--- config.mk ---
export PLATFORM = sky130hd
export DESIGN_NAME = oflow_score_board
export DESIGN_NICKNAME = d
export VERILOG_FILES = /design/src/rtl/oflow_score_board.sv
export SDC_FILE = /design/constraint.sdc
export NUM_CORES = 1
export LEC_CHECK = 0
export ABC_AREA = 1
export CAP_MARGIN = 20
export CORE_AREA = 5 5 193 195
export CTS_CLUSTER_SIZE = 16
export DETAILED_ROUTE_END_ITERATION = 16
export DIE_AREA = 0 0 198 200
export GPL_TIMING_DRIVEN = 0
export SETUP_SLACK_MARGIN = 0.4
export SYNTH_ARGS = -nofsm -noshare
export SYNTH_HDL_FRONTEND = slang
export SYNTH_SLANG_ARGS = --single-unit
--- constraint.sdc ---
create_clock -name clk -period 4.7 [get_ports clk]
set_clock_uncertainty 0.05 [all_clocks]
set_input_delay 0.705 -clock clk [delete_from_list [all_inputs] [get_ports clk]]
set_output_delay 0.705 -clock clk [all_outputs]
set_load 0.01 [all_outputs]
--- src/rtl/oflow_score_board.sv ---
// oflow_score_board
// Responder side of the registration score-board handshake. A one-cycle
// start_score_board captures one set of per-slot match results. The block then
// scans the set one slot per cycle. Each valid object gets one of two IDs:
//   - its matched previous-frame ID, if that candidate is good enough and not
//     already claimed in this set;
//   - otherwise a fresh ID from a counter that persists across sets.
// Each assignment is presented on the wr_* write port for the ID buffer.
// A one-cycle done_score_board closes the set.
//
// Ports
//   clk, reset_N           clock, async active-low reset
//   start_score_board      start pulse (IDLE only)
//   first_frame            1 = no matching, every valid slot gets a fresh ID
//   set_idx                set being registered
//   valid_in               per-slot valid mask
//   scores_in              per-slot best score, slot k at [k*SCORE_W +: SCORE_W]
//   cand_id_in             per-slot candidate previous-frame ID
//   score_thresh           match threshold (score <= thresh matches)
//   clear_ids              clears fresh-ID counter and overflow flag (IDLE only)
//   busy                   high in SCAN and DONE
//   wr_en/wr_addr/wr_id/wr_new  ID-buffer write port, addr = {set_idx, slot}
//   done_score_board       completion pulse
//   next_id                next fresh ID to issue
//   id_overflow            sticky: fresh-ID space exhausted
module oflow_score_board #(
  parameter int NUM_PE  = 4,
  parameter int SCORE_W = 16,
  parameter int ID_W    = 8,
  parameter int SET_LEN = 4
) (
  input  logic                               clk,
  input  logic                               reset_N,
  input  logic                               start_score_board,
  input  logic                               first_frame,
  input  logic [SET_LEN-1:0]                 set_idx,
  input  logic [NUM_PE-1:0]                  valid_in,
  input  logic [NUM_PE*SCORE_W-1:0]          scores_in,
  input  logic [NUM_PE*ID_W-1:0]             cand_id_in,
  input  logic [SCORE_W-1:0]                 score_thresh,
  input  logic                               clear_ids,
  output logic                               busy,
  output logic                               wr_en,
  output logic [SET_LEN+$clog2(NUM_PE)-1:0]  wr_addr,
  output logic [ID_W-1:0]                    wr_id,
  output logic                               wr_new,
  output logic                               done_score_board,
  output logic [ID_W-1:0]                    next_id,
  output logic                               id_overflow
);
  localparam int SLOT_W = $clog2(NUM_PE);

  typedef enum logic [1:0] {IDLE, SCAN, DONE} state_t;
  state_t state, state_nx;

  logic [SLOT_W-1:0]                slot;
  logic                             ff_q;
  logic [SET_LEN-1:0]               set_q;
  logic [NUM_PE-1:0]                valid_q;
  logic [NUM_PE-1:0][SCORE_W-1:0]   scores_q;
  logic [NUM_PE-1:0][ID_W-1:0]      cand_q;
  logic [SCORE_W-1:0]               thresh_q;

  // Claimed list: entry k holds the ID matched at slot k in this set.
  logic [NUM_PE-1:0][ID_W-1:0]      claim_id;
  logic [NUM_PE-1:0]                claim_vld;
  logic [NUM_PE-1:0]                claim_hit;

  logic [SCORE_W-1:0]               cur_score;
  logic [ID_W-1:0]                  cur_cand;
  logic                             match;
  logic                             fresh;

  assign cur_score = scores_q[slot];
  assign cur_cand  = cand_q[slot];

  for (genvar k = 0; k < NUM_PE; k++) begin : g_claim
    assign claim_hit[k] = claim_vld[k] && (claim_id[k] == cur_cand);
  end

  // Earlier slots have already entered the list, so lower index wins a duplicate.
  assign match = !ff_q && (cur_score <= thresh_q) && !(|claim_hit);
  assign fresh = wr_en && !match;

  always_ff @(posedge clk or negedge reset_N) begin
    if (!reset_N) state <= IDLE;
    else          state <= state_nx;
  end

  always_comb begin
    state_nx         = state;
    busy             = 1'b0;
    wr_en            = 1'b0;
    wr_addr          = '0;
    wr_id            = '0;
    wr_new           = 1'b0;
    done_score_board = 1'b0;
    case (state)
      IDLE: if (start_score_board) state_nx = SCAN;
      SCAN: begin
        busy = 1'b1;
        if (valid_q[slot]) begin
          wr_en   = 1'b1;
          wr_addr = {set_q, slot};
          wr_id   = match ? cur_cand : next_id;
          wr_new  = !match;
        end
        if (slot == SLOT_W'(NUM_PE - 1)) state_nx = DONE;
      end
      DONE: begin
        busy             = 1'b1;
        done_score_board = 1'b1;
        state_nx         = IDLE;
      end
      default: state_nx = IDLE;
    endcase
  end

  always_ff @(posedge clk or negedge reset_N) begin
    if (!reset_N) begin
      slot        <= '0;
      ff_q        <= 1'b0;
      set_q       <= '0;
      valid_q     <= '0;
      scores_q    <= '0;
      cand_q      <= '0;
      thresh_q    <= '0;
      claim_id    <= '0;
      claim_vld   <= '0;
      next_id     <= '0;
      id_overflow <= 1'b0;
    end else begin
      case (state)
        IDLE: begin
          if (clear_ids) begin
            next_id     <= '0;
            id_overflow <= 1'b0;
          end
          if (start_score_board) begin
            slot      <= '0;
            ff_q      <= first_frame;
            set_q     <= set_idx;
            valid_q   <= valid_in;
            scores_q  <= scores_in;
            cand_q    <= cand_id_in;
            thresh_q  <= score_thresh;
            claim_vld <= '0;
          end
        end
        SCAN: begin
          slot <= slot + 1'b1;
          if (wr_en && match) begin
            claim_id[slot]  <= cur_cand;
            claim_vld[slot] <= 1'b1;
          end
          // Saturate at all-ones: the last ID is reissued rather than wrapping.
          if (fresh) begin
            if (&next_id) id_overflow <= 1'b1;
            else          next_id     <= next_id + 1'b1;
          end
        end
        default: ;
      endcase
    end
  end
endmodule

# ---- After elaboration in Yosys (flattened, before gate mapping)
# Index checks and enable logic that the tools add are counted.
dict set report totals {
  register_bits 170
  elab_cells 103
  output_inout_bits 27
}
dict set report op_classes {
  n_reduce_logical 24
  muxes 38
  n_eq_ne 14
  magnitude_cmp 3
  addsub 2
  n_bitwise 1
}
# op count
set op_table {}
lappend op_table {{8-bit two-way mux} 8}
lappend op_table {{16-bit binary-select mux with 2-bit select} 1}
lappend op_table {{32-bit bitwise mux} 1}
lappend op_table {{8-bit == test} 4}
lappend op_table {{8-bit binary-select mux with 2-bit select} 1}
lappend op_table {{8-bit demux with 2-bit select} 1}
lappend op_table {{16-bit <= comparator} 1}
lappend op_table {{16-bit two-way mux} 1}
lappend op_table {{8-bit one-hot mux with 2 select lines} 1}
lappend op_table {{2-bit inequality test, second input constant} 7}
lappend op_table {{6-bit two-way mux} 2}
lappend op_table {{1-bit two-way mux} 11}
lappend op_table {{1-bit logical AND} 9}
lappend op_table {{8-bit by 1-bit adder with 8-bit output, second input constant} 1}
lappend op_table {{4-bit two-way mux} 2}
lappend op_table {{2-bit one-hot mux with 2 select lines} 2}
lappend op_table {{4-bit one-hot mux with 2 select lines} 1}
lappend op_table {{2-bit AND reduction} 4}
lappend op_table {{4-bit AND reduction} 2}
lappend op_table {{8-bit AND reduction} 1}
lappend op_table {{2-bit two-way mux} 3}
lappend op_table {{2-bit == test, second input constant} 2}
lappend op_table {{4-bit bitwise OR} 1}
lappend op_table {{4-bit OR reduction} 1}
lappend op_table {{other kinds (12)} 14}

# ---- Logic depth before layout (Yosys ltp)
dict set report depth {
  depth_word 11
  ltp_mapped 21
  mapped_depth_nobuf 18
}

# ---- Worst setup path after synthesis
# Ideal clock, no wire load.
dict set report synth_path {
  path_type {register to output}
  from {register slot[1]}
  to {output port wr_id[6]}
  slack_ps 995
  t_required_ps 3945
  path_buffers 4
  t_arrival_ps 2950
  path_stages_with_launch 21
  path_cell_list {dfrtp_1 buf_6 inv_2 buf_6 clkbuf_1 clkbuf_1 o21ai_0 o22ai_1 ha_1 a21oi_1 nor2_1 nor3_1 nand2_1 nand2_1 nand2_1 a21oi_1 nand3_2 nand2_2 inv_1 nand2_1 o21ai_0}
}
dict set report synth_between {
  elab_chain_cells 10
  elab_cells_between_ends 22
}
# element line
set synth_rtl {}
lappend synth_rtl {{start: declaration} 56} ;# logic [SLOT_W-1:0] slot;
lappend synth_rtl {{start signal: assignment} 151} ;# slot <= slot + 1'b1;
lappend synth_rtl {{branches (longest 8 deep; another with 16-bit <= comparator)} --}
lappend synth_rtl {{8-bit two-way mux *} 102} ;# if (valid_q[slot]) begin
lappend synth_rtl {{8-bit two-way mux *} 98} ;# case (state)
lappend synth_rtl {{end: declaration} 45} ;# output logic [ID_W-1:0] wr_id,
# Mark *: on every way between the ends. The select of a mux whose other input is x is not followed.

# ---- Final worst setup path
dict set report layout_path {
  from {register slot[0]}
  to {output port wr_id[1]}
}
# The elaborated chain is that of the path after synthesis.

==> impl_table.tex <==
\begin{tabular}{lr}
\hline
Metric & Value \\
\hline
\multicolumn{2}{l}{\textbf{Outcome}} \\
Result of the run & finished, final reports clean \\
\multicolumn{2}{l}{\textbf{Logic synthesis}} \\
Share of flip-flops with an asynchronous set or reset after synthesis & 100\% \\
Number of distinct standard cells referenced by the synthesized netlist & 39 \\
Synthesized netlist cell count & 886 \\
Fraction of the mapped netlist area in adder cells & 3.46\% \\
Yosys warning total & 0 \\
Sequential-to-total area share from yosys stat & 49.1\% \\
Synthesis-stage register bit count & 170 \\
Basic-gate share of the synthesized area counting and, or, nand and nor cells & 19.7\% \\
Prevailing post-synth register cell & sky130\_fd\_sc\_hd\_\_dfrtp\_1 \\
Share of the synthesized area in compound gates (AO/OA/AOI/OAI) & 8.66\% \\
Net count after synthesis & 1035 \\
Mean instance size in the synthesized netlist & 9.78 um2 \\
Multiplexer area fraction after synthesis & 13.8\% \\
Cell area after synthesis & 0.00867 mm2 \\
Number of enable-type register cells in the synthesized netlist & 0 \\
Main combinational cell family by area after synthesis & simple AND/OR/NAND/NOR gates \\
Xor and xnor fraction of the mapped netlist area & 0.808\% \\
\multicolumn{2}{l}{\textbf{Die}} \\
Row count & 69 \\
Area of the die & 0.0396 mm2 \\
Placeable core area & 0.0352 mm2 \\
Top-Level Pins & 152 \\
Die Span Y & 200 um \\
Die X & 198 um \\
Initial Util & 24.6\% \\
\multicolumn{2}{l}{\textbf{Finish}} \\
Final design utilization & 34.0\% \\
Number of standard cells in the final layout excluding fillers & 1556 \\
Layout overhead on the synthesized area & 38.0\% \\
Antenna diodes & 0 \\
Layout cell share with drive strength beyond 1 & 25.4\% \\
Final-layout fill cell count & 3611 \\
Post-layout net count & 1231 \\
Post-layout instance area & 0.0120 mm2 \\
\multicolumn{2}{l}{\textbf{Flow run}} \\
Max Cap Viol & 0 \\
\multicolumn{2}{l}{\textbf{Power and ir drop}} \\
Tot Pwr & 8150 uW \\
Worst IR drop on VDD & 251 uV \\
PD cells & 681 mW/mm2 \\
Leakage power & 0.00519 uW \\
\multicolumn{2}{l}{\textbf{Clock tree}} \\
Clock tree from TritonCTS & built \\
Clock Sinks & 170 \\
Count of hold-fix buffers inserted at cts & 0 \\
Worst-Skew Late Latency & 0.44 ns \\
Buffer type at the clock tree root & sky130\_fd\_sc\_hd\_\_clkbuf\_16 \\
Level count of the clock H-tree & 4 \\
Clock slew at the register clock pins of the worst setup and hold paths & 0.07 ns \\
Clock Tree Buf Depth & 2 \\
Number of buffers inserted during clock tree synthesis & 17 \\
\multicolumn{2}{l}{\textbf{STA}} \\
RSZ-0062 raised after global routing & yes \\
Final setup vio count & 0 \\
Least-Margin Pin Slew & 0.774 ns \\
Top achievable clock speed & 239 MHz \\
Worst slew margin relative to its limit & 48.4\% \\
Number of endpoints with negative hold slack in the final report & 0 \\
Number of slew-limit violations in the final report & 0 \\
Final setup slack of the worst path & 0.521 ns \\
Final critical path time including I/O delays and setup & 4.18 ns \\
Share of the clock period used by the worst path & 88.9\% \\
\multicolumn{2}{l}{\textbf{GRT}} \\
Number of global-route vias before repair & 7255 \\
Initial antenna violation count & 4 \\
First-pass GRT wire length & 41900 um \\
Maximum number of pins on one net before global-route repair & 87 \\
Global routing usage summed across all routing layers & 13.7\% \\
Total congestion overflow after global routing & 0 \\
\multicolumn{2}{l}{\textbf{Routing}} \\
Wirelength, routed & 27200 um \\
First-iteration detailed-routing DRC count & 329 \\
Number of detailed-route iterations in the first pass & 5 \\
Vias & 7065 \\
Remaining design rule violation count & 0 \\
Wire length per cell after detailed routing & 17.5 um \\
Routed via count divided by cell count & 4.54 \\
Number of routed nets with antenna violations & 0 \\
\multicolumn{2}{l}{\textbf{Critical path}} \\
Largest delay share family, worst path & buffers and inverters \\
Critical path, cell by cell & buf\_6 > inv\_8 > buf\_12 > buf\_12 > clkbuf\_16 > o21ai\_4 > o22ai\_4 > ha\_1 > nand4\_1 > nor2\_2 > nand3\_2 > a21oi\_4 > nand3\_4 > nand2\_8 > clkinvlp\_4 > nand2\_1 > o21ai\_2 > buf\_2 \\
Cell with the most instances on the worst path & sky130\_fd\_sc\_hd\_\_buf\_12 \\
Critical Path End Type & output pin \\
Nature of the critical path startpoint & flip-flop \\
Worst setup path class & flip-flop to output pin \\
Crit path max fanout & 7 \\
Crit path arrival time & 3.42 ns \\
CP bufs+invs & 7 \\
Critical path's slowest cell & sky130\_fd\_sc\_hd\_\_dfrtp\_2 \\
Critical path data required time & 3.94 ns \\
Delay of the slowest cell on the worst path & 0.40 ns \\
\multicolumn{2}{l}{\textbf{Placed design}} \\
Dpl hpwl & 20000 um \\
PortBufs & 151 \\
Post-Place Cell Area & 0.0108 mm2 \\
Cell count after placement & 1499 \\
Placer Congestion & 0.796 \\
Setup WS pre-CTS & -0.829 ns \\
\multicolumn{2}{l}{\textbf{Min path}} \\
Tightest Hold Check Type & primary input to async pin \\
\hline
\end{tabular}
cell families (layout without fill, tap and decap cells):
family | count (synthesis) | after routing
AND/OR/NAND/NOR | 363 | 363
AO/OA/AOI/OAI | 134 | 134
adder cells (fa/ha/maj) | 24 | 24
multiplexers | 106 | 106
flip-flops | 170 | 170
buffers and inverters | 81 | 290
XOR/XNOR | 8 | 8
metrics by stage:
step	hold WS (ns)	TNS, ns
after floorplan	0.359	0
after global placement	0.419	-776.44
after detailed placement	0.416	-6.91
after CTS	0.243	0
after global routing	0.256	0
final	0.202	0
path summary, 6_finish.rpt:
kind                        startpoint            to  slack, ns  depth (start not counted)
max in group asynchronous      reset_N    cand_q[21]       3.51                          2
max reg2reg                    slot[0]  claim_id[13]       1.37                         19
min reg2reg                id_overflow   id_overflow       0.43                          2
min                            reset_N   scores_q[4]       0.20                          1
max                            slot[0]      wr_id[1]       0.52                         18
min in group clk           id_overflow   id_overflow       0.43                          2
area by class of cell:
class / count / area (um2) / share of cell area (%)
clock inverters: 13 / 133 / 1.11
plain buffers: 40 / 403 / 3.37
flip-flops and latches: 170 / 4260 / 35.6
inverters: 41 / 168 / 1.40
repair buffers: 177 / 1730 / 14.4
clock buffers: 19 / 443 / 3.70
well taps: 461 / 577 / 4.82
multi-input cells: 635 / 4260 / 35.6
placed cells by master, fill, tap and decap left out, types with 24 or more instances in the layout:
cell type / Yosys / layout
sky130_fd_sc_hd__inv_1: 37 / 36
sky130_fd_sc_hd__nand3_1: 30 / 28
sky130_fd_sc_hd__nand2_1: 176 / 172
sky130_fd_sc_hd__nor2_1: 93 / 84
sky130_fd_sc_hd__buf_4: 1 / 24
sky130_fd_sc_hd__mux2_2: 106 / 106
sky130_fd_sc_hd__o21ai_0: 46 / 26
sky130_fd_sc_hd__o21ai_1: 24 / 36
sky130_fd_sc_hd__clkdlybuf4s50_1: 0 / 141
sky130_fd_sc_hd__dfrtp_1: 170 / 169
sky130_fd_sc_hd__a21oi_1: 30 / 26
cell usage after synthesis (2+ instances only):
| master | instances | share of area, % |
|---|---|---|
| sky130_fd_sc_hd__a21boi_0 | 2 | 0.17 |
| sky130_fd_sc_hd__nor3_1 | 4 | 0.23 |
| sky130_fd_sc_hd__nand4_1 | 11 | 0.79 |
| sky130_fd_sc_hd__or2_2 | 2 | 0.14 |
| sky130_fd_sc_hd__o21ai_1 | 24 | 1.4 |
| sky130_fd_sc_hd__a21oi_1 | 30 | 1.7 |
| sky130_fd_sc_hd__buf_6 | 10 | 1.3 |
| sky130_fd_sc_hd__o21ai_0 | 46 | 2.7 |
| sky130_fd_sc_hd__nor2_1 | 93 | 4.0 |
| sky130_fd_sc_hd__clkbuf_1 | 27 | 1.2 |
| sky130_fd_sc_hd__nor2_2 | 2 | 0.14 |
| sky130_fd_sc_hd__o22ai_1 | 19 | 1.4 |
| sky130_fd_sc_hd__nand3_4 | 5 | 1.0 |
| sky130_fd_sc_hd__mux2_2 | 106 | 14 |
| sky130_fd_sc_hd__nand2_4 | 4 | 0.52 |
| sky130_fd_sc_hd__o21ai_2 | 9 | 0.91 |
| sky130_fd_sc_hd__nand2_2 | 7 | 0.51 |
| sky130_fd_sc_hd__dfrtp_1 | 170 | 49 |
| sky130_fd_sc_hd__xor2_1 | 8 | 0.81 |
| sky130_fd_sc_hd__nand3_1 | 30 | 1.7 |
| sky130_fd_sc_hd__nand2_1 | 176 | 7.6 |
| sky130_fd_sc_hd__nand3_2 | 9 | 1.0 |
| sky130_fd_sc_hd__nand3b_1 | 17 | 1.5 |
| sky130_fd_sc_hd__inv_1 | 37 | 1.6 |
| sky130_fd_sc_hd__ha_1 | 24 | 3.5 |
sequential cells by signal (all words and copies together) (netlist names):
| name | flops |
|---|---|
| scores_q | 64 |
| next_id | 8 |
| ff_q | 1 |
| state | 2 |
| valid_q | 4 |
| claim_id | 32 |
| claim_vld | 4 |
| id_overflow | 1 |
| cand_q | 32 |
| slot | 2 |
| thresh_q | 16 |
| set_q | 4 |
layer usage:
layer / up-vias / share of wire [%] / global-route usage (%) / routed length [um]
met2: 175 / 51 / 24.0 / 13800
met1: 3454 / 43 / 17.3 / 11600
met5: - / 0.25 / 0 / 67
li1: 3391 / - / - / -
met3: 37 / 4.8 / 3.32 / 1290
met4: 8 / 1.6 / 3.24 / 422
what timing repair did:
item | 4_1_cts | 5_1_grt
endpoints found under the setup margin | 54 | 9
buffers inserted | 16 | 6
resized for setup | 102 | 49
gates cloned | 2 | 1
pin swaps | 13 | 23
power by group:
part | total, uW | switching [uW] | leakage (uW) | internal, uW
Clock | 1420 | 657 | 0.000275 | 760
Sequential | 2540 | 397 | 0.00206 | 2140
Combinational | 4200 | 2310 | 0.00286 | 1890
Total | 8150 | 3370 | 0.00519 | 4790
Note: power is estimated with default switching activity, not from simulation.
